### src/rtl/mem_arbiter.sv
// Two-port (fetch/data) arbiter in front of a single shared memory port.
// Data requests normally win. A fetch request that keeps losing is guaranteed
// service after STARVE_LIMIT consecutive data grants.
module mem_arbiter #(
    parameter int STARVE_LIMIT = 3
) (
    input  logic        clk,
    input  logic        rst_n,
    // fetch port
    input  logic        if_req,
    input  logic [31:0] if_addr,
    output logic        if_gnt,
    output logic        if_rvalid,
    output logic [31:0] if_rdata,
    // data port
    input  logic        d_req,
    input  logic        d_we,
    input  logic [31:0] d_addr,
    input  logic [31:0] d_wdata,
    input  logic [3:0]  d_be,
    output logic        d_gnt,
    output logic        d_rvalid,
    output logic [31:0] d_rdata,
    // shared memory port
    output logic        mem_req,
    output logic        mem_we,
    output logic [31:0] mem_addr,
    output logic [31:0] mem_wdata,
    output logic [3:0]  mem_be,
    input  logic        mem_ready,
    input  logic [31:0] mem_rdata
);

    localparam int CNT_W = (STARVE_LIMIT > 0) ? $clog2(STARVE_LIMIT + 1) : 1;
    localparam logic [CNT_W-1:0] LIMIT = CNT_W'(STARVE_LIMIT);

    typedef enum logic [1:0] {
        IDLE   = 2'd0,
        BUSY_I = 2'd1,
        BUSY_D = 2'd2
    } state_t;

    state_t            state_q, state_d;
    logic [CNT_W-1:0]  starve_cnt_q, starve_cnt_d;
    logic [31:0]       addr_q, addr_d;
    logic              we_q, we_d;
    logic [31:0]       wdata_q, wdata_d;
    logic [3:0]        be_q, be_d;
    logic [31:0]       if_rdata_q, if_rdata_d;
    logic [31:0]       d_rdata_q, d_rdata_d;
    logic              if_rvalid_q, if_rvalid_d;
    logic              d_rvalid_q, d_rvalid_d;
    logic              data_sel;
    logic              fetch_sel;

    // Port selection and grants. Data is only held back when a fetch is actually
    // waiting and has been passed over STARVE_LIMIT times; with no fetch pending
    // the data port must still be served, otherwise a saturated counter left over
    // from a withdrawn fetch request would lock the data port out. Grants are
    // gated by rst_n so nothing is accepted while reset is asserted.
    always_comb begin
        data_sel  = d_req && ((starve_cnt_q < LIMIT) || !if_req);
        fetch_sel = if_req && !data_sel;
        d_gnt     = rst_n && (state_q == IDLE) && data_sel;
        if_gnt    = rst_n && (state_q == IDLE) && fetch_sel;
    end

    // Next-state logic: capture the granted request, then wait for mem_ready.
    always_comb begin
        state_d      = state_q;
        starve_cnt_d = starve_cnt_q;
        addr_d       = addr_q;
        we_d         = we_q;
        wdata_d      = wdata_q;
        be_d         = be_q;
        if_rdata_d   = if_rdata_q;
        d_rdata_d    = d_rdata_q;
        if_rvalid_d  = 1'b0;
        d_rvalid_d   = 1'b0;
        case (state_q)
            IDLE: begin
                if (d_gnt) begin
                    state_d = BUSY_D;
                    addr_d  = d_addr;
                    we_d    = d_we;
                    wdata_d = d_wdata;
                    be_d    = d_be;
                    if (if_req) begin
                        starve_cnt_d = (starve_cnt_q == LIMIT) ? LIMIT
                                                               : starve_cnt_q + CNT_W'(1);
                    end else begin
                        starve_cnt_d = '0;
                    end
                end else if (if_gnt) begin
                    state_d      = BUSY_I;
                    addr_d       = if_addr;
                    we_d         = 1'b0;
                    wdata_d      = 32'h0;
                    be_d         = 4'hF;
                    starve_cnt_d = '0;
                end
            end
            BUSY_I: begin
                if (mem_ready) begin
                    if_rdata_d  = mem_rdata;
                    if_rvalid_d = 1'b1;
                    state_d     = IDLE;
                end
            end
            BUSY_D: begin
                if (mem_ready) begin
                    if (!we_q) begin
                        d_rdata_d = mem_rdata;
                    end
                    d_rvalid_d = 1'b1;
                    state_d    = IDLE;
                end
            end
            default: state_d = IDLE;
        endcase
    end

    // State and output registers; reset aborts any access in flight.
    always_ff @(posedge clk or negedge rst_n) begin
        if (!rst_n) begin
            state_q      <= IDLE;
            starve_cnt_q <= '0;
            addr_q       <= 32'h0;
            we_q         <= 1'b0;
            wdata_q      <= 32'h0;
            be_q         <= 4'h0;
            if_rdata_q   <= 32'h0;
            d_rdata_q    <= 32'h0;
            if_rvalid_q  <= 1'b0;
            d_rvalid_q   <= 1'b0;
        end else begin
            state_q      <= state_d;
            starve_cnt_q <= starve_cnt_d;
            addr_q       <= addr_d;
            we_q         <= we_d;
            wdata_q      <= wdata_d;
            be_q         <= be_d;
            if_rdata_q   <= if_rdata_d;
            d_rdata_q    <= d_rdata_d;
            if_rvalid_q  <= if_rvalid_d;
            d_rvalid_q   <= d_rvalid_d;
        end
    end

    // mem_req follows the state register directly, so it drops as soon as reset hits.
    assign mem_req   = (state_q == BUSY_I) || (state_q == BUSY_D);
    assign mem_we    = we_q;
    assign mem_addr  = addr_q;
    assign mem_wdata = wdata_q;
    assign mem_be    = be_q;
    assign if_rdata  = if_rdata_q;
    assign d_rdata   = d_rdata_q;
    assign if_rvalid = if_rvalid_q;
    assign d_rvalid  = d_rvalid_q;

endmodule

### config.mk
export PLATFORM = sky130hd
export DESIGN_NAME = mem_arbiter
export DESIGN_NICKNAME = d
export VERILOG_FILES = /design/src/rtl/mem_arbiter.sv
export SDC_FILE = /design/constraint.sdc
export NUM_CORES = 1
export LEC_CHECK = 0
export ABC_AREA = 1
export BUFFER_PORTS_ARGS = -buffer_cell sky130_fd_sc_hd__buf_2
export CAP_MARGIN = 5
export CORE_MARGIN = 2
export CORE_UTILIZATION = 40
export DETAILED_ROUTE_END_ITERATION = 8
export PLACE_DENSITY = 0.71
export SLEW_MARGIN = 20
export SYNTH_ARGS = -nofsm -noshare
export SYNTH_HDL_FRONTEND = slang
export SYNTH_SLANG_ARGS = --single-unit
### constraint.sdc
create_clock -name clk -period 3.9 [get_ports clk]
set_input_delay 0.78 -clock clk [delete_from_list [all_inputs] [get_ports clk]]
set_output_delay 0.78 -clock clk [all_outputs]
set_load 0.02 [all_outputs]
==> tab_implementation.tex, run 1 <==
\begin{tabular}{lr}
\hline
Metric & Value \\
\hline
\multicolumn{2}{l}{\textbf{Synthesis}} \\
\quad Synthesized area per cell & 9.07 um\^{}2 \\
\quad Synthesized netlist net count & 752 \\
\quad Share of the synthesized area in the top cell type & 0.628 \\
\quad Number of standard cells after synthesis & 611 \\
\quad Synth cell count leaders & 237 x sky130\_fd\_sc\_hd\_\_nand2\_1, 139 x sky130\_fd\_sc\_hd\_\_dfrtp\_1, 66 x sky130\_fd\_sc\_hd\_\_o21ai\_0 \\
\quad Register bit count reported by yosys & roughly 140 \\
\quad Synth warnings & 0 \\
\quad Number of flops mapped to enable cells by yosys & 0 \\
\quad Mux share of post-synthesis cell area & 0 \\
\quad Leading cell types by total area after synthesis & sky130\_fd\_sc\_hd\_\_dfrtp\_1 63\%, sky130\_fd\_sc\_hd\_\_nand2\_1 16\%, sky130\_fd\_sc\_hd\_\_o21ai\_0 6.0\%, sky130\_fd\_sc\_hd\_\_nand3\_1 5.9\%, sky130\_fd\_sc\_hd\_\_inv\_1 2.7\% \\
\quad Number of unique standard cell types used by synthesis & 21 \\
\quad Dominant synthesized flop cell & sky130\_fd\_sc\_hd\_\_dfrtp\_1 \\
\quad Post-synthesis sequential area ratio & 0.628 \\
\quad Largest family of logic cells by synthesized area & simple AND/OR/NAND/NOR gates \\
\quad Dominant cell by count in the synthesized netlist & sky130\_fd\_sc\_hd\_\_nand2\_1 \\
\quad Post-synthesis share of cell area spent on xor and xnor gates & 0 \\
\quad Fraction of registers with async set or reset after synthesis & 1.00 \\
\quad Library cell occupying the most area in the post-synthesis netlist & sky130\_fd\_sc\_hd\_\_dfrtp\_1 \\
\quad Compound-Gate Fraction of Synth Area & 0.0643 \\
\quad Area fraction in and, or, nand and nor cells after synthesis & 0.235 \\
\quad Adder-cell share of the synthesized area & 0.00677 \\
\quad Post-synthesis instance area & 0.00554 mm\^{}2 \\
\multicolumn{2}{l}{\textbf{Min path}} \\
\quad Worst min-delay path class & flop to flop \\
\multicolumn{2}{l}{\textbf{Die}} \\
\quad DIE HEIGHT & 122 um \\
\quad Die X & 122 um \\
\quad Initial core utilization & 0.404 \\
\quad I/O pin count & roughly 280 \\
\quad Die footprint & 0.0148 mm\^{}2 \\
\quad Standard-cell rows & 43 \\
\quad Total core area & 0.0137 mm\^{}2 \\
\multicolumn{2}{l}{\textbf{Global routing}} \\
\quad Largest net degree at the start of global routing & 72 \\
\quad Global routing met2 resource utilization & 0.321 \\
\quad Vias in the first global route & 4603 \\
\quad Met1 capacity usage during global routing & 0.261 \\
\quad Number of antenna violations at the first check in global routing & 1 \\
\quad Grt ovf & 0 \\
\quad Met3 Usage GRT & 0.0655 \\
\quad Global routing usage summed across all routing layers & 0.202 \\
\quad Busiest metal layer after global routing & met2 \\
\quad Global-route wire length before repair & $\sim$23000 um \\
\multicolumn{2}{l}{\textbf{Route}} \\
\quad Aggregate routed wire length & 14900 um \\
\quad Number of antenna-violating nets in the routed design & 0 \\
\quad Initial DRC Count & between 300 and 400 \\
\quad Average via count per standard cell & approximately 4.7 \\
\quad Avg WL per Cell & 13.9 um \\
\quad Total number of vias & 4984 \\
\quad Remaining routing DRC violations & 0 \\
\quad Number of iterations in the first detailed-routing pass & 4 \\
\multicolumn{2}{l}{\textbf{Final layout}} \\
\quad Diodes inserted & 0 \\
\quad Area Growth Syn to Fin & 37.4\% \\
\quad Post-layout instance area & 0.00761 mm\^{}2 \\
\quad Fraction of final layout cells with drive strength greater than 1 & 0.361 \\
\quad Post-layout net count & 1019 \\
\multicolumn{2}{l}{\textbf{Power and ir drop}} \\
\quad Static leakage & around 4.3 nW \\
\quad Switching part of the total power & 0.409 \\
\quad Worst IR drop on VDD & $\sim$0.4 mV \\
\quad Power dissipated by switching net loads & $\sim$0.0027 W \\
\quad Clk network pwr share & 0.242 \\
\quad Internal Power & 0.00394 W \\
\quad Portion of total power attributed to sequential cells & 0.366 \\
\quad Power density normalized to cell area & 876 mW/mm\^{}2 \\
\quad Share of power burned in combinational logic & 0.392 \\
\multicolumn{2}{l}{\textbf{Timing}} \\
\quad Final Max Tran Viols & 0 \\
\quad Final setup skew & 0.00660 ns \\
\quad Final worst-path cycle share & 0.720 \\
\quad Max Fclk & 0.356 GHz \\
\quad Finish-stage setup viols & 0 \\
\quad Slew HR & 0.318 \\
\quad Slew at the pin with the worst max-slew slack & 1.02 ns \\
\quad Number of hold violations in the final report & 0 \\
\quad Unrepaired setup endpoints after global routing & false \\
\quad Minimum period implied by the final worst setup slack & 2.81 ns \\
\quad Aggregate negative setup slack & 0 ns \\
\multicolumn{2}{l}{\textbf{Critical path}} \\
\quad Nature of the critical path endpoint & output pin \\
\quad Data required time at the worst endpoint & 3.12 ns \\
\quad Signal arrival time at the worst endpoint & 2.03 ns \\
\quad Worst Path Class, Setup & flop to output pin \\
\quad Type of origin of the critical path & flop \\
\quad Critical-path maximum fanout & 33 \\
\multicolumn{2}{l}{\textbf{CTS}} \\
\quad Clock-pin slew reported for the worst setup and hold paths after clock tree synthesis & 0.06 ns \\
\quad Clk sink count & 139 \\
\quad PostCTS Resize Cnt & 0 \\
\quad Max clock buf depth & 2 \\
\quad Inserted Clock Buffers & 17 \\
\quad Number of buffers inserted by post-CTS setup repair & 0 \\
\quad Clock latency on the worst-skew pair & 0.41 ns \\
\quad Number of H-tree branching levels & 4 \\
\quad Root buffer cell & sky130\_fd\_sc\_hd\_\_clkbuf\_16 \\
\quad \# hold bufs at CTS & 0 \\
\quad CTS tree & yes \\
\multicolumn{2}{l}{\textbf{Placed design}} \\
\quad Buffers on Ports & 275 \\
\quad Final weighted congestion of routability-driven global placement & between 0.7 and 0.8 \\
\quad HPWL after detailed placement & 10900 um \\
\quad Cell Area, Placed & 0.00701 mm\^{}2 \\
\multicolumn{2}{l}{\textbf{Job}} \\
\quad Number of max-cap violations & 0 \\
\multicolumn{2}{l}{\textbf{Run status}} \\
\quad Status & complete, no violations \\
\hline
\end{tabular}
==> path summary, 6_finish.rpt <==
path	from	to	slack, ns	cells past startpoint
setup / recovery	state_q[0]$_DFFE_PN0P_	if_gnt	1.09	8
hold / removal	mem_wdata[1]$_DFFE_PN0P_	mem_wdata[1]$_DFFE_PN0P_	0.46	2
setup reg to reg	state_q[0]$_DFFE_PN0P_	mem_addr[19]$_DFFE_PN0P_	1.50	11
hold reg to reg	mem_wdata[1]$_DFFE_PN0P_	mem_wdata[1]$_DFFE_PN0P_	0.46	2
max in group asynchronous	rst_n	d_rdata[3]$_DFFE_PN0P_	1.94	3
min in group asynchronous	rst_n	mem_wdata[14]$_DFFE_PN0P_	0.57	2
==> layout make-up <==
| type | count | area [um^2] |
|---|---|---|
| fill | 1282 | 6110 |
| sequential | 139 | 3480 |
| clock inverter | 13 | 168 |
| timing repair buffer | 282 | 1440 |
| multi-input combinational | 393 | 1700 |
| tap | 180 | 225 |
| inverter | 45 | 169 |
| clock buffer | 19 | 433 |
==> power groups by stage <==
stage / registers (W) / clock network (W) / logic [W]
2_1_floorplan: 0.00323 / 0 / 0.000878
3_3_place_gp: 0.00244 / 0 / 0.00260
3_5_place_dp: 0.00245 / 0 / 0.00266
4_1_cts: 0.00244 / 0.00165 / 0.00266
5_1_grt: 0.00252 / 0.00172 / 0.00289
6_report: 0.00244 / 0.00161 / 0.00262
==> cells by family after synthesis <==
group                      count (synthesis)
DFF                                      139
buffers and inverters                     79
adders and majority gates                  3
and+or+nand+nor                          319
AOI/OAI and AO/OA                         71
==> cell usage in the layout, fill, tap and decap left out, types with 2 or more instances in the layout <==
| cell type | Yosys | layout |
|---|---|---|
| sky130_fd_sc_hd__bufinv_16 | 0 | 3 |
| sky130_fd_sc_hd__ha_1 | 3 | 3 |
| sky130_fd_sc_hd__buf_2 | 6 | 274 |
| sky130_fd_sc_hd__clkbuf_16 | 0 | 17 |
| sky130_fd_sc_hd__inv_1 | 40 | 40 |
| sky130_fd_sc_hd__clkinvlp_4 | 0 | 5 |
| sky130_fd_sc_hd__dfrtp_1 | 139 | 139 |
| sky130_fd_sc_hd__a21oi_1 | 4 | 4 |
| sky130_fd_sc_hd__inv_2 | 4 | 4 |
| sky130_fd_sc_hd__buf_4 | 4 | 7 |
| sky130_fd_sc_hd__nand3_1 | 65 | 65 |
| sky130_fd_sc_hd__nand2_2 | 1 | 3 |
| sky130_fd_sc_hd__nand2_1 | 237 | 235 |
| sky130_fd_sc_hd__clkbuf_1 | 16 | 2 |
| sky130_fd_sc_hd__nor2_1 | 12 | 12 |
| sky130_fd_sc_hd__clkinv_4 | 0 | 2 |
| sky130_fd_sc_hd__inv_6 | 0 | 2 |
| sky130_fd_sc_hd__o21ai_0 | 66 | 66 |
==> layer usage <==
metal	wire [um]	share of wire	up-vias
met5	16	0.0011	-
met2	6860	0.46	222
met1	6460	0.43	2279
met4	245	0.016	2
met3	1310	0.088	24
li1	-	-	2457
==> critical path: stages, from the launching register on <==
cell and delay (ns):
sky130_fd_sc_hd__dfrtp_1 0.38, sky130_fd_sc_hd__inv_1 0.11, sky130_fd_sc_hd__ha_1 0.19, sky130_fd_sc_hd__nand2_2 0.08, sky130_fd_sc_hd__nor2_4 0.07, sky130_fd_sc_hd__buf_4 0.35
sky130_fd_sc_hd__inv_2 0.10, sky130_fd_sc_hd__a21oi_1 0.13, sky130_fd_sc_hd__buf_2 0.18
==> registers in the layout, indices dropped and copies added (netlist names) <==
name / cells
d_rvalid: 1
mem_be: 4
mem_we: 1
if_rdata: 32
mem_wdata: 32
mem_addr: 32
starve_cnt_q: 2
state_q: 2
if_rvalid: 1
d_rdata: 32
==> through the flow <==
| step | util | instances | total power (W) | hold slack, ns | setup WS, ns |
|---|---|---|---|---|---|
| floorplan | - | 611 | 0.00411 | 0.480 | 1.69 |
| global placement | 0.511 | 1039 | 0.00504 | 0.450 | 1.35 |
| detailed placement | 0.511 | 1039 | 0.00511 | 0.453 | 1.25 |
| CTS | 0.555 | 1071 | 0.00675 | 0.467 | 1.07 |
| global route | 0.555 | 1071 | 0.00713 | 0.483 | 0.937 |
| finish | 0.555 | 1071 | 0.00667 | 0.464 | 1.09 |
No activity file was read; power rests on OpenSTA's default activity.
==> inputs of run 2 (changes only) <==
--- a/config.mk
+++ b/config.mk
@@ -5,13 +5,13 @@
 export SDC_FILE = /design/constraint.sdc
 export NUM_CORES = 1
 export LEC_CHECK = 0
-export ABC_AREA = 1
+export ABC_AREA = 0
 export BUFFER_PORTS_ARGS = -buffer_cell sky130_fd_sc_hd__buf_2
 export CAP_MARGIN = 5
 export CORE_MARGIN = 2
 export CORE_UTILIZATION = 40
 export DETAILED_ROUTE_END_ITERATION = 8
-export PLACE_DENSITY = 0.71
+export PLACE_DENSITY = 0.7
 export SLEW_MARGIN = 20
 export SYNTH_ARGS = -nofsm -noshare
 export SYNTH_HDL_FRONTEND = slang
==> constraint.sdc (replaced) <==
create_clock -name clk -period 2.75 [get_ports clk]
set_input_delay 0.55 -clock clk [delete_from_list [all_inputs] [get_ports clk]]
set_output_delay 0.55 -clock clk [all_outputs]
set_load 0.02 [all_outputs]
==> run 2 against run 1 <==
Effect of this change:
- utilization shrank 0.079 points
- sequential share of layout area shrank 4.1 points
- flip-flop and latch count is the same
- combinational power grew 74%
- critical path depth shrank 3
- non-clock buffer count grew 7
- hold slack lost 0.11 ns
- power grew 61%
- setup slack lost 0.83 ns
- first-iteration DRC count shrank 61%
==> tab_implementation.tex, run 2 <==
\begin{tabular}{lr}
\hline
Metric & Value \\
\hline
\multicolumn{2}{l}{\textbf{Synthesis}} \\
\quad Post-synthesis sequential area ratio & 0.569 (-0.0586) \\
\quad Post-synthesis instance area & 0.00611 mm\^{}2 (+10\%) \\
\quad Leading cell types by total area after synthesis & sky130\_fd\_sc\_hd\_\_dfrtp\_1 57\%, sky130\_fd\_sc\_hd\_\_mux2\_4 13\%, sky130\_fd\_sc\_hd\_\_mux2\_2 11\%, sky130\_fd\_sc\_hd\_\_mux2i\_1 5.4\%, sky130\_fd\_sc\_hd\_\_mux2\_1 3.1\% \\
\quad Synthesized area per cell & 14.4 um\^{}2 (+59\%) \\
\quad Mux share of post-synthesis cell area & 0.330 (+0.330) \\
\quad Fraction of registers with async set or reset after synthesis & 1.00 (unchanged) \\
\quad Largest family of logic cells by synthesized area & multiplexers \\
\quad Post-synthesis share of cell area spent on xor and xnor gates & 0 (unchanged) \\
\quad Number of standard cells after synthesis & 425 (-30\%) \\
\quad Share of the synthesized area in the top cell type & 0.569 (-0.0586) \\
\quad Synth warnings & 0 (unchanged) \\
\quad Number of unique standard cell types used by synthesis & 26 (+24\%) \\
\quad Synthesized netlist net count & 566 (-25\%) \\
\quad Synth cell count leaders & 139 x sky130\_fd\_sc\_hd\_\_dfrtp\_1, 61 x sky130\_fd\_sc\_hd\_\_mux2\_2, 54 x sky130\_fd\_sc\_hd\_\_mux2\_4 \\
\quad Compound-Gate Fraction of Synth Area & 0.00962 (-0.0547) \\
\quad Dominant synthesized flop cell & sky130\_fd\_sc\_hd\_\_dfrtp\_1 \\
\quad Adder-cell share of the synthesized area & 0.00614 (-0.000632) \\
\quad Number of flops mapped to enable cells by yosys & 0 (unchanged) \\
\quad Library cell occupying the most area in the post-synthesis netlist & sky130\_fd\_sc\_hd\_\_dfrtp\_1 \\
\quad Dominant cell by count in the synthesized netlist & sky130\_fd\_sc\_hd\_\_dfrtp\_1 \\
\quad Area fraction in and, or, nand and nor cells after synthesis & 0.0368 (-0.199) \\
\quad Register bit count reported by yosys & 139 (unchanged) \\
\multicolumn{2}{l}{\textbf{Global routing}} \\
\quad Global-route wire length before repair & 23300 um (+0.60\%) \\
\quad Grt ovf & 0 (unchanged) \\
\quad Global routing usage summed across all routing layers & 0.182 (-0.0199) \\
\quad Number of antenna violations at the first check in global routing & 0 (-1) \\
\quad Largest net degree at the start of global routing & 63 (-13\%) \\
\quad Vias in the first global route & 4677 (+1.6\%) \\
\multicolumn{2}{l}{\textbf{CTS}} \\
\quad Clock-pin slew reported for the worst setup and hold paths after clock tree synthesis & 0.06 ns (about the same) \\
\quad PostCTS Resize Cnt & 0 (unchanged) \\
\quad Clk sink count & 139 (unchanged) \\
\quad CTS tree & yes \\
\quad Clock latency on the worst-skew pair & 0.41 ns (about the same) \\
\quad Max clock buf depth & 2 (unchanged) \\
\quad Root buffer cell & sky130\_fd\_sc\_hd\_\_clkbuf\_16 \\
\quad Number of H-tree branching levels & 4 (unchanged) \\
\quad Inserted Clock Buffers & 17 (unchanged) \\
\multicolumn{2}{l}{\textbf{Placed design}} \\
\quad Cell Area, Placed & 0.00767 mm\^{}2 (+9.5\%) \\
\quad HPWL after detailed placement & 10700 um (-2.0\%) \\
\quad Final weighted congestion of routability-driven global placement & 0.769 (-1.8\%) \\
\quad Buffers on Ports & 275 (unchanged) \\
\multicolumn{2}{l}{\textbf{Power and ir drop}} \\
\quad Worst IR drop on VDD & 0.572 mV (+47\%) \\
\quad Static leakage & 4.68 nW (+7.7\%) \\
\quad Power density normalized to cell area & 1280 mW/mm\^{}2 (+46\%) \\
\multicolumn{2}{l}{\textbf{Route}} \\
\quad Avg WL per Cell & 16.0 um (+15\%) \\
\quad Aggregate routed wire length & 14600 um (-2.3\%) \\
\quad Initial DRC Count & 136 (-61\%) \\
\quad Number of iterations in the first detailed-routing pass & 4 (unchanged) \\
\quad Remaining routing DRC violations & 0 (unchanged) \\
\quad Number of antenna-violating nets in the routed design & 0 (unchanged) \\
\quad Total number of vias & 4288 (-14\%) \\
\quad Average via count per standard cell & 4.71 (+1.1\%) \\
\multicolumn{2}{l}{\textbf{Critical path}} \\
\quad Nature of the critical path endpoint & output pin \\
\quad Flop2flop setup slack & 0.68 ns (-0.82 ns) \\
\quad Type of origin of the critical path & input pin \\
\quad Number of cells on the worst reg-to-reg path & 6 (-5) \\
\quad Critical R2R Launch & state\_q[0]\$\_DFFE\_PN0P\_ \\
\quad Data required time at the worst endpoint & 2.20 ns (-0.92 ns) \\
\quad CP Launch Point & rst\_n \\
\quad Signal arrival time at the worst endpoint & 1.94 ns (-0.09 ns) \\
\quad End of the worst register-to-register path & mem\_addr[3]\$\_DFFE\_PN0P\_ \\
\quad Worst Path Class, Setup & input pin to output pin \\
\quad Critical-path maximum fanout & 25 (-24\%) \\
\multicolumn{2}{l}{\textbf{Final layout}} \\
\quad Post-layout net count & 851 (-16\%) \\
\quad Fraction of final layout cells with drive strength greater than 1 & 0.602 (+0.240) \\
\quad Post-layout instance area & 0.00836 mm\^{}2 (+9.8\%) \\
\quad Diodes inserted & 0 (unchanged) \\
\quad Commonest cells after routing, fill and taps aside & 274 x sky130\_fd\_sc\_hd\_\_buf\_2, 139 x sky130\_fd\_sc\_hd\_\_dfrtp\_1, 61 x sky130\_fd\_sc\_hd\_\_mux2\_2 \\
\quad Area Growth Syn to Fin & 36.8\% \\
\quad Most frequent standard cell in the layout excluding fill and tap cells & sky130\_fd\_sc\_hd\_\_buf\_2 \\
\multicolumn{2}{l}{\textbf{Timing}} \\
\quad Slew HR & 0.480 (+0.163) \\
\quad Aggregate negative setup slack & 0 ns (unchanged) \\
\quad Slew at the pin with the worst max-slew slack & 0.779 ns (-0.241 ns) \\
\quad Finish-stage setup viols & 0 (unchanged) \\
\quad Final setup skew & 0.00929 ns (+0.00269 ns) \\
\quad Final worst-path cycle share & 0.905 \\
\quad Unrepaired setup endpoints after global routing & false \\
\quad Final Max Tran Viols & 0 (unchanged) \\
\quad Max Fclk & 0.402 GHz \\
\quad Number of hold violations in the final report & 0 (unchanged) \\
\quad Minimum period implied by the final worst setup slack & between 2 and 2.5 ns \\
\quad Worst Hold Slack & 0.353 ns (-0.111 ns) \\
\multicolumn{2}{l}{\textbf{Die}} \\
\quad Initial core utilization & 0.405 (+0.00114) \\
\quad Standard-cell rows & 45 (+4.7\%) \\
\quad Die X & 128 um (+4.9\%) \\
\quad I/O pin count & 276 (unchanged) \\
\quad Total core area & 0.0151 mm\^{}2 (+10\%) \\
\quad DIE HEIGHT & 128 um (+4.9\%) \\
\quad Die footprint & 0.0163 mm\^{}2 (+10\%) \\
\multicolumn{2}{l}{\textbf{Min path}} \\
\quad Worst min-delay path class & input pin to flop \\
\quad Worst Hold Endpoint & mem\_be[0]\$\_DFFE\_PN0P\_ \\
\quad Hold path startpoint & d\_be[0] \\
\quad Min-Delay Path Depth & 2 (unchanged) \\
\multicolumn{2}{l}{\textbf{Job}} \\
\quad Number of max-cap violations & 0 (unchanged) \\
\multicolumn{2}{l}{\textbf{Run status}} \\
\quad Status & complete, no violations \\
\hline
\end{tabular}
-- run 2: cell count changes in the layout (fill, tap and decap cells not counted), moves of 12 or more --
cell	change
sky130_fd_sc_hd__mux2_1	+17
sky130_fd_sc_hd__mux2_2	+61
sky130_fd_sc_hd__mux2_4	+54
sky130_fd_sc_hd__mux2i_1	+33
sky130_fd_sc_hd__nand2_1	-200
sky130_fd_sc_hd__nand3_1	-64
sky130_fd_sc_hd__nor2_1	-12
sky130_fd_sc_hd__o21ai_0	-63
-- run 2: cell type report --
class                           instances  area [um^2]
Clock buffer                           22          474
Inverter                               38          143
Clock inverter                         10          186
Multi-Input combinational cell        225         2340
Timing Repair Buffer                  289         1500
Tap cell                              188          235
Fill cell                            1314         6730
Sequential cell                       139         3480
-- run 2: cell families (layout without fill, tap and decap cells) --
family	count (synthesis)	after routing
mux	165	165
flops	139	139
buf+inv	61	359
simple gates	48	48
compound gates	9	9
fa+ha+maj	3	3
-- run 2: timing repair --
action                                  4_1_cts  5_1_grt
setup buffers                                 0        2
endpoints found under the setup margin        0        1
hold endpoints to repair                     18        0
hold buffers                                  1        0
-- run 2: per-stage QoR --
step | utilization | setup WS, ns | power, W | instances
floorplan | - | 0.628 | 0.00665 | 425
global placement | 0.509 | 0.690 | 0.00808 | 876
detailed placement | 0.509 | 0.612 | 0.00823 | 876
CTS | 0.553 | 0.104 | 0.0108 | 909
global route | 0.554 | 0.152 | 0.0113 | 911
finish | 0.554 | 0.261 | 0.0107 | 911
-- run 2: power breakdown --
group	internal [W]	total (W)	switching [W]
registers	0.00307	0.00361	0.000535
clock network	0.00169	0.00253	0.000843
logic	0.00206	0.00457	0.00252
-- run 2: worst max-delay path by stage --
stage	end
after floorplan	if_gnt
after global placement	d_gnt
after detailed placement	mem_wdata[19]$_DFFE_PN0P_
after CTS	d_gnt
after global routing	if_gnt
final	if_gnt
-- run 2: metal layers --
layer | share of wire | GRT usage
met1 | 0.40 | 0.211
met2 | 0.52 | 0.319
met3 | 0.058 | 0.0523
met4 | 0.023 | 0.0698
met5 | 0 | 0
-- run 2: worst max-delay path: stages --
cell and delay (ns):
sky130_fd_sc_hd__dlygate4sd3_1 0.55, sky130_fd_sc_hd__buf_6 0.24, sky130_fd_sc_hd__nand3_4 0.21, sky130_fd_sc_hd__a21oi_1 0.18, sky130_fd_sc_hd__buf_2 0.20
==> inputs of run 3 (changes only) <==
--- a/config.mk
+++ b/config.mk
@@ -12,6 +12,7 @@
 export CORE_UTILIZATION = 40
 export DETAILED_ROUTE_END_ITERATION = 8
 export PLACE_DENSITY = 0.7
+export RECOVER_POWER = 50
 export SLEW_MARGIN = 20
 export SYNTH_ARGS = -nofsm -noshare
 export SYNTH_HDL_FRONTEND = slang
==> run 3 against run 2 <==
Effect of this change:
- the run now ends with max-capacitance violations, max-slew violations left
- register-to-register slack about the same
- setup slack worse by 0.011 ns
- critical path depth unchanged
- critical path type unchanged
- critical endpoint unchanged
- largest cell class unchanged
- largest power group unchanged
==> tab_implementation.tex, run 3 (synthesis gave the netlist of run 2 again) <==
\begin{tabular}{lr}
\hline
Metric & Value \\
\hline
\multicolumn{2}{l}{\textbf{Run status}} \\
\quad Status & finished with violations \\
\quad Violated checks & max-capacitance violations, max-slew violations \\
\multicolumn{2}{l}{\textbf{CTS}} \\
\quad Clk sink count & 139 (unchanged) \\
\quad Inserted Clock Buffers & 17 (unchanged) \\
\quad Root buffer cell & sky130\_fd\_sc\_hd\_\_clkbuf\_16 \\
\quad Max clock buf depth & 2 (unchanged) \\
\quad PostCTS Resize Cnt & 0 (unchanged) \\
\quad CTS tree & yes \\
\quad Clock latency on the worst-skew pair & 0.41 ns (about the same) \\
\quad Clock-pin slew reported for the worst setup and hold paths after clock tree synthesis & 0.06 ns (about the same) \\
\quad Number of H-tree branching levels & 4 (unchanged) \\
\multicolumn{2}{l}{\textbf{Die}} \\
\quad Standard-cell rows & 45 (unchanged) \\
\quad DIE HEIGHT & 128 um (unchanged) \\
\quad Initial core utilization & 0.405 (unchanged) \\
\quad Total core area & 0.0151 mm\^{}2 (unchanged) \\
\quad Die footprint & 0.0163 mm\^{}2 (unchanged) \\
\quad Die X & 128 um (unchanged) \\
\quad I/O pin count & 276 (unchanged) \\
\multicolumn{2}{l}{\textbf{Timing}} \\
\quad Max Fclk & 0.400 GHz (-0.45\%) \\
\quad Slew at the pin with the worst max-slew slack & 1.52 ns (+0.745 ns) \\
\quad Final setup skew & 0.00940 ns (+0.000108 ns) \\
\quad Minimum period implied by the final worst setup slack & 2.50 ns (+0.0112 ns) \\
\quad Finish-stage setup viols & 0 (unchanged) \\
\quad Final Max Tran Viols & 122 (+122) \\
\quad Final worst-path cycle share & 0.909 (+0.00408) \\
\quad Unrepaired setup endpoints after global routing & false \\
\quad Number of hold violations in the final report & 0 (unchanged) \\
\quad Aggregate negative setup slack & 0 ns (unchanged) \\
\quad Slew HR & -0.0160 (-0.496) \\
\multicolumn{2}{l}{\textbf{Global routing}} \\
\quad Vias in the first global route & 4677 (unchanged) \\
\quad Grt ovf & 0 (unchanged) \\
\quad Global routing usage summed across all routing layers & 0.182 (unchanged) \\
\quad Largest net degree at the start of global routing & 63 (unchanged) \\
\quad Number of antenna violations at the first check in global routing & 0 (unchanged) \\
\quad Global-route wire length before repair & 23300 um (unchanged) \\
\multicolumn{2}{l}{\textbf{Route}} \\
\quad Number of iterations in the first detailed-routing pass & 4 (unchanged) \\
\quad Average via count per standard cell & 4.70 (about the same) \\
\quad Remaining routing DRC violations & 0 (unchanged) \\
\quad WL met2 & 7580 um (-0.43\%) \\
\quad Routed length on met3 & 844 um (-0.35\%) \\
\quad Highest metal layer with signal wires & met4 \\
\quad WL met1 & 5870 um (+1.9\%) \\
\quad Initial DRC Count & 173 (+27\%) \\
\quad Total number of vias & 4286 (-0.047\%) \\
\quad Number of antenna-violating nets in the routed design & 0 (unchanged) \\
\quad Avg WL per Cell & 16.1 um (+0.46\%) \\
\quad Aggregate routed wire length & 14600 um (+0.46\%) \\
\multicolumn{2}{l}{\textbf{Power and ir drop}} \\
\quad Worst IR drop on VDD & 0.558 mV (-2.5\%) \\
\quad Power consumption & 0.0105 W (-2.3\%) \\
\quad Power density normalized to cell area & 1280 mW/mm\^{}2 (-0.16\%) \\
\quad Static leakage & 4.27 nW (-8.9\%) \\
\multicolumn{2}{l}{\textbf{Min path}} \\
\quad Worst min-delay path class & input pin to flop \\
\multicolumn{2}{l}{\textbf{Critical path}} \\
\quad Signal arrival time at the worst endpoint & 1.95 ns (about the same) \\
\quad Flop2flop setup slack & 0.68 ns (about the same) \\
\quad Worst Path Class, Setup & input pin to output pin \\
\quad Data required time at the worst endpoint & 2.20 ns (about the same) \\
\quad Nature of the critical path endpoint & output pin \\
\quad Type of origin of the critical path & input pin \\
\quad Critical-path maximum fanout & 25 (unchanged) \\
\multicolumn{2}{l}{\textbf{Final layout}} \\
\quad Area Growth Syn to Fin & 33.9\% \\
\quad Fraction of final layout cells with drive strength greater than 1 & 0.415 (-0.187) \\
\quad Post-layout net count & 851 (unchanged) \\
\quad Commonest cells after routing, fill and taps aside & 139 x sky130\_fd\_sc\_hd\_\_dfrtp\_1, 139 x sky130\_fd\_sc\_hd\_\_buf\_2, 137 x sky130\_fd\_sc\_hd\_\_clkbuf\_1 \\
\quad Diodes inserted & 0 (unchanged) \\
\multicolumn{2}{l}{\textbf{Job}} \\
\quad Number of max-cap violations & 2 (+2) \\
\multicolumn{2}{l}{\textbf{Placed design}} \\
\quad Final weighted congestion of routability-driven global placement & 0.769 (unchanged) \\
\quad Buffers on Ports & 275 (unchanged) \\
\quad HPWL after detailed placement & 10700 um (unchanged) \\
\hline
\end{tabular}
==> run 3: cell count changes in the layout (fill, tap and decap cells not counted) <==
cell	change
sky130_fd_sc_hd__and2_1	-1
sky130_fd_sc_hd__buf_2	-135
sky130_fd_sc_hd__buf_4	-3
sky130_fd_sc_hd__and2_0	+1
sky130_fd_sc_hd__clkbuf_1	+135
sky130_fd_sc_hd__clkbuf_2	+3
==> run 3: layout make-up <==
class,instances,area [um^2]
Inverter,38,143
Sequential cell,139,3480
Clock inverter,10,186
Multi-Input combinational cell,225,2340
Tap cell,188,235
Fill cell,1401,6910
Timing Repair Buffer,289,1330
Clock buffer,22,474
==> run 3: stage by stage <==
step	instances	hold slack [ns]	utilization	cell area, um^2	worst slack, ns
floorplan	425	0.254	-	6110	0.628
global placement	876	0.408	0.509	7670	0.690
detailed placement	876	0.414	0.509	7670	0.612
CTS	909	0.332	0.553	8350	0.104
global route	911	0.345	0.542	8180	0.0943
finish	911	0.351	0.542	8180	0.249
==> run 3: worst max-delay path: stages <==
cell	delay, ns
sky130_fd_sc_hd__dlygate4sd3_1	0.56
sky130_fd_sc_hd__buf_6	0.24
sky130_fd_sc_hd__nand3_4	0.21
sky130_fd_sc_hd__a21oi_1	0.18
sky130_fd_sc_hd__buf_2	0.20
==> run 3: timing repair <==
| item | 4_1_cts | 5_1_grt |
|---|---|---|
| setup buffers | 0 | 2 |
| hold buffers | 1 | 0 |
| setup endpoints to repair | 0 | 1 |
| hold endpoints to repair | 18 | 0 |
==> run 3: power breakdown <==
| group | total (W) | internal (W) | switching [W] |
|---|---|---|---|
| Combinational | 0.00430 | 0.00177 | 0.00252 |
| Sequential | 0.00364 | 0.00307 | 0.000566 |
| Clock | 0.00253 | 0.00169 | 0.000846 |
==> run 3: layer usage <==
metal  GRT usage  vias to the layer above
li1            -                     2007
met1       0.211                     2114
met2       0.319                      143
met3      0.0523                       22
met4      0.0698                        0
met5           0                        -
==> run 3: worst paths after layout <==
check,startpoint,end,cells after the start
worst max-delay path,rst_n,if_gnt,5
worst min-delay path,d_be[0],mem_be[0]$_DFFE_PN0P_,2
worst max register to register,state_q[0]$_DFFE_PN0P_,mem_addr[3]$_DFFE_PN0P_,6
worst min register to register,d_rdata[27]$_DFFE_PN0P_,d_rdata[27]$_DFFE_PN0P_,1
max in group asynchronous,rst_n,if_rdata[17]$_DFFE_PN0P_,3
min in group asynchronous,rst_n,mem_wdata[19]$_DFFE_PN0P_,2
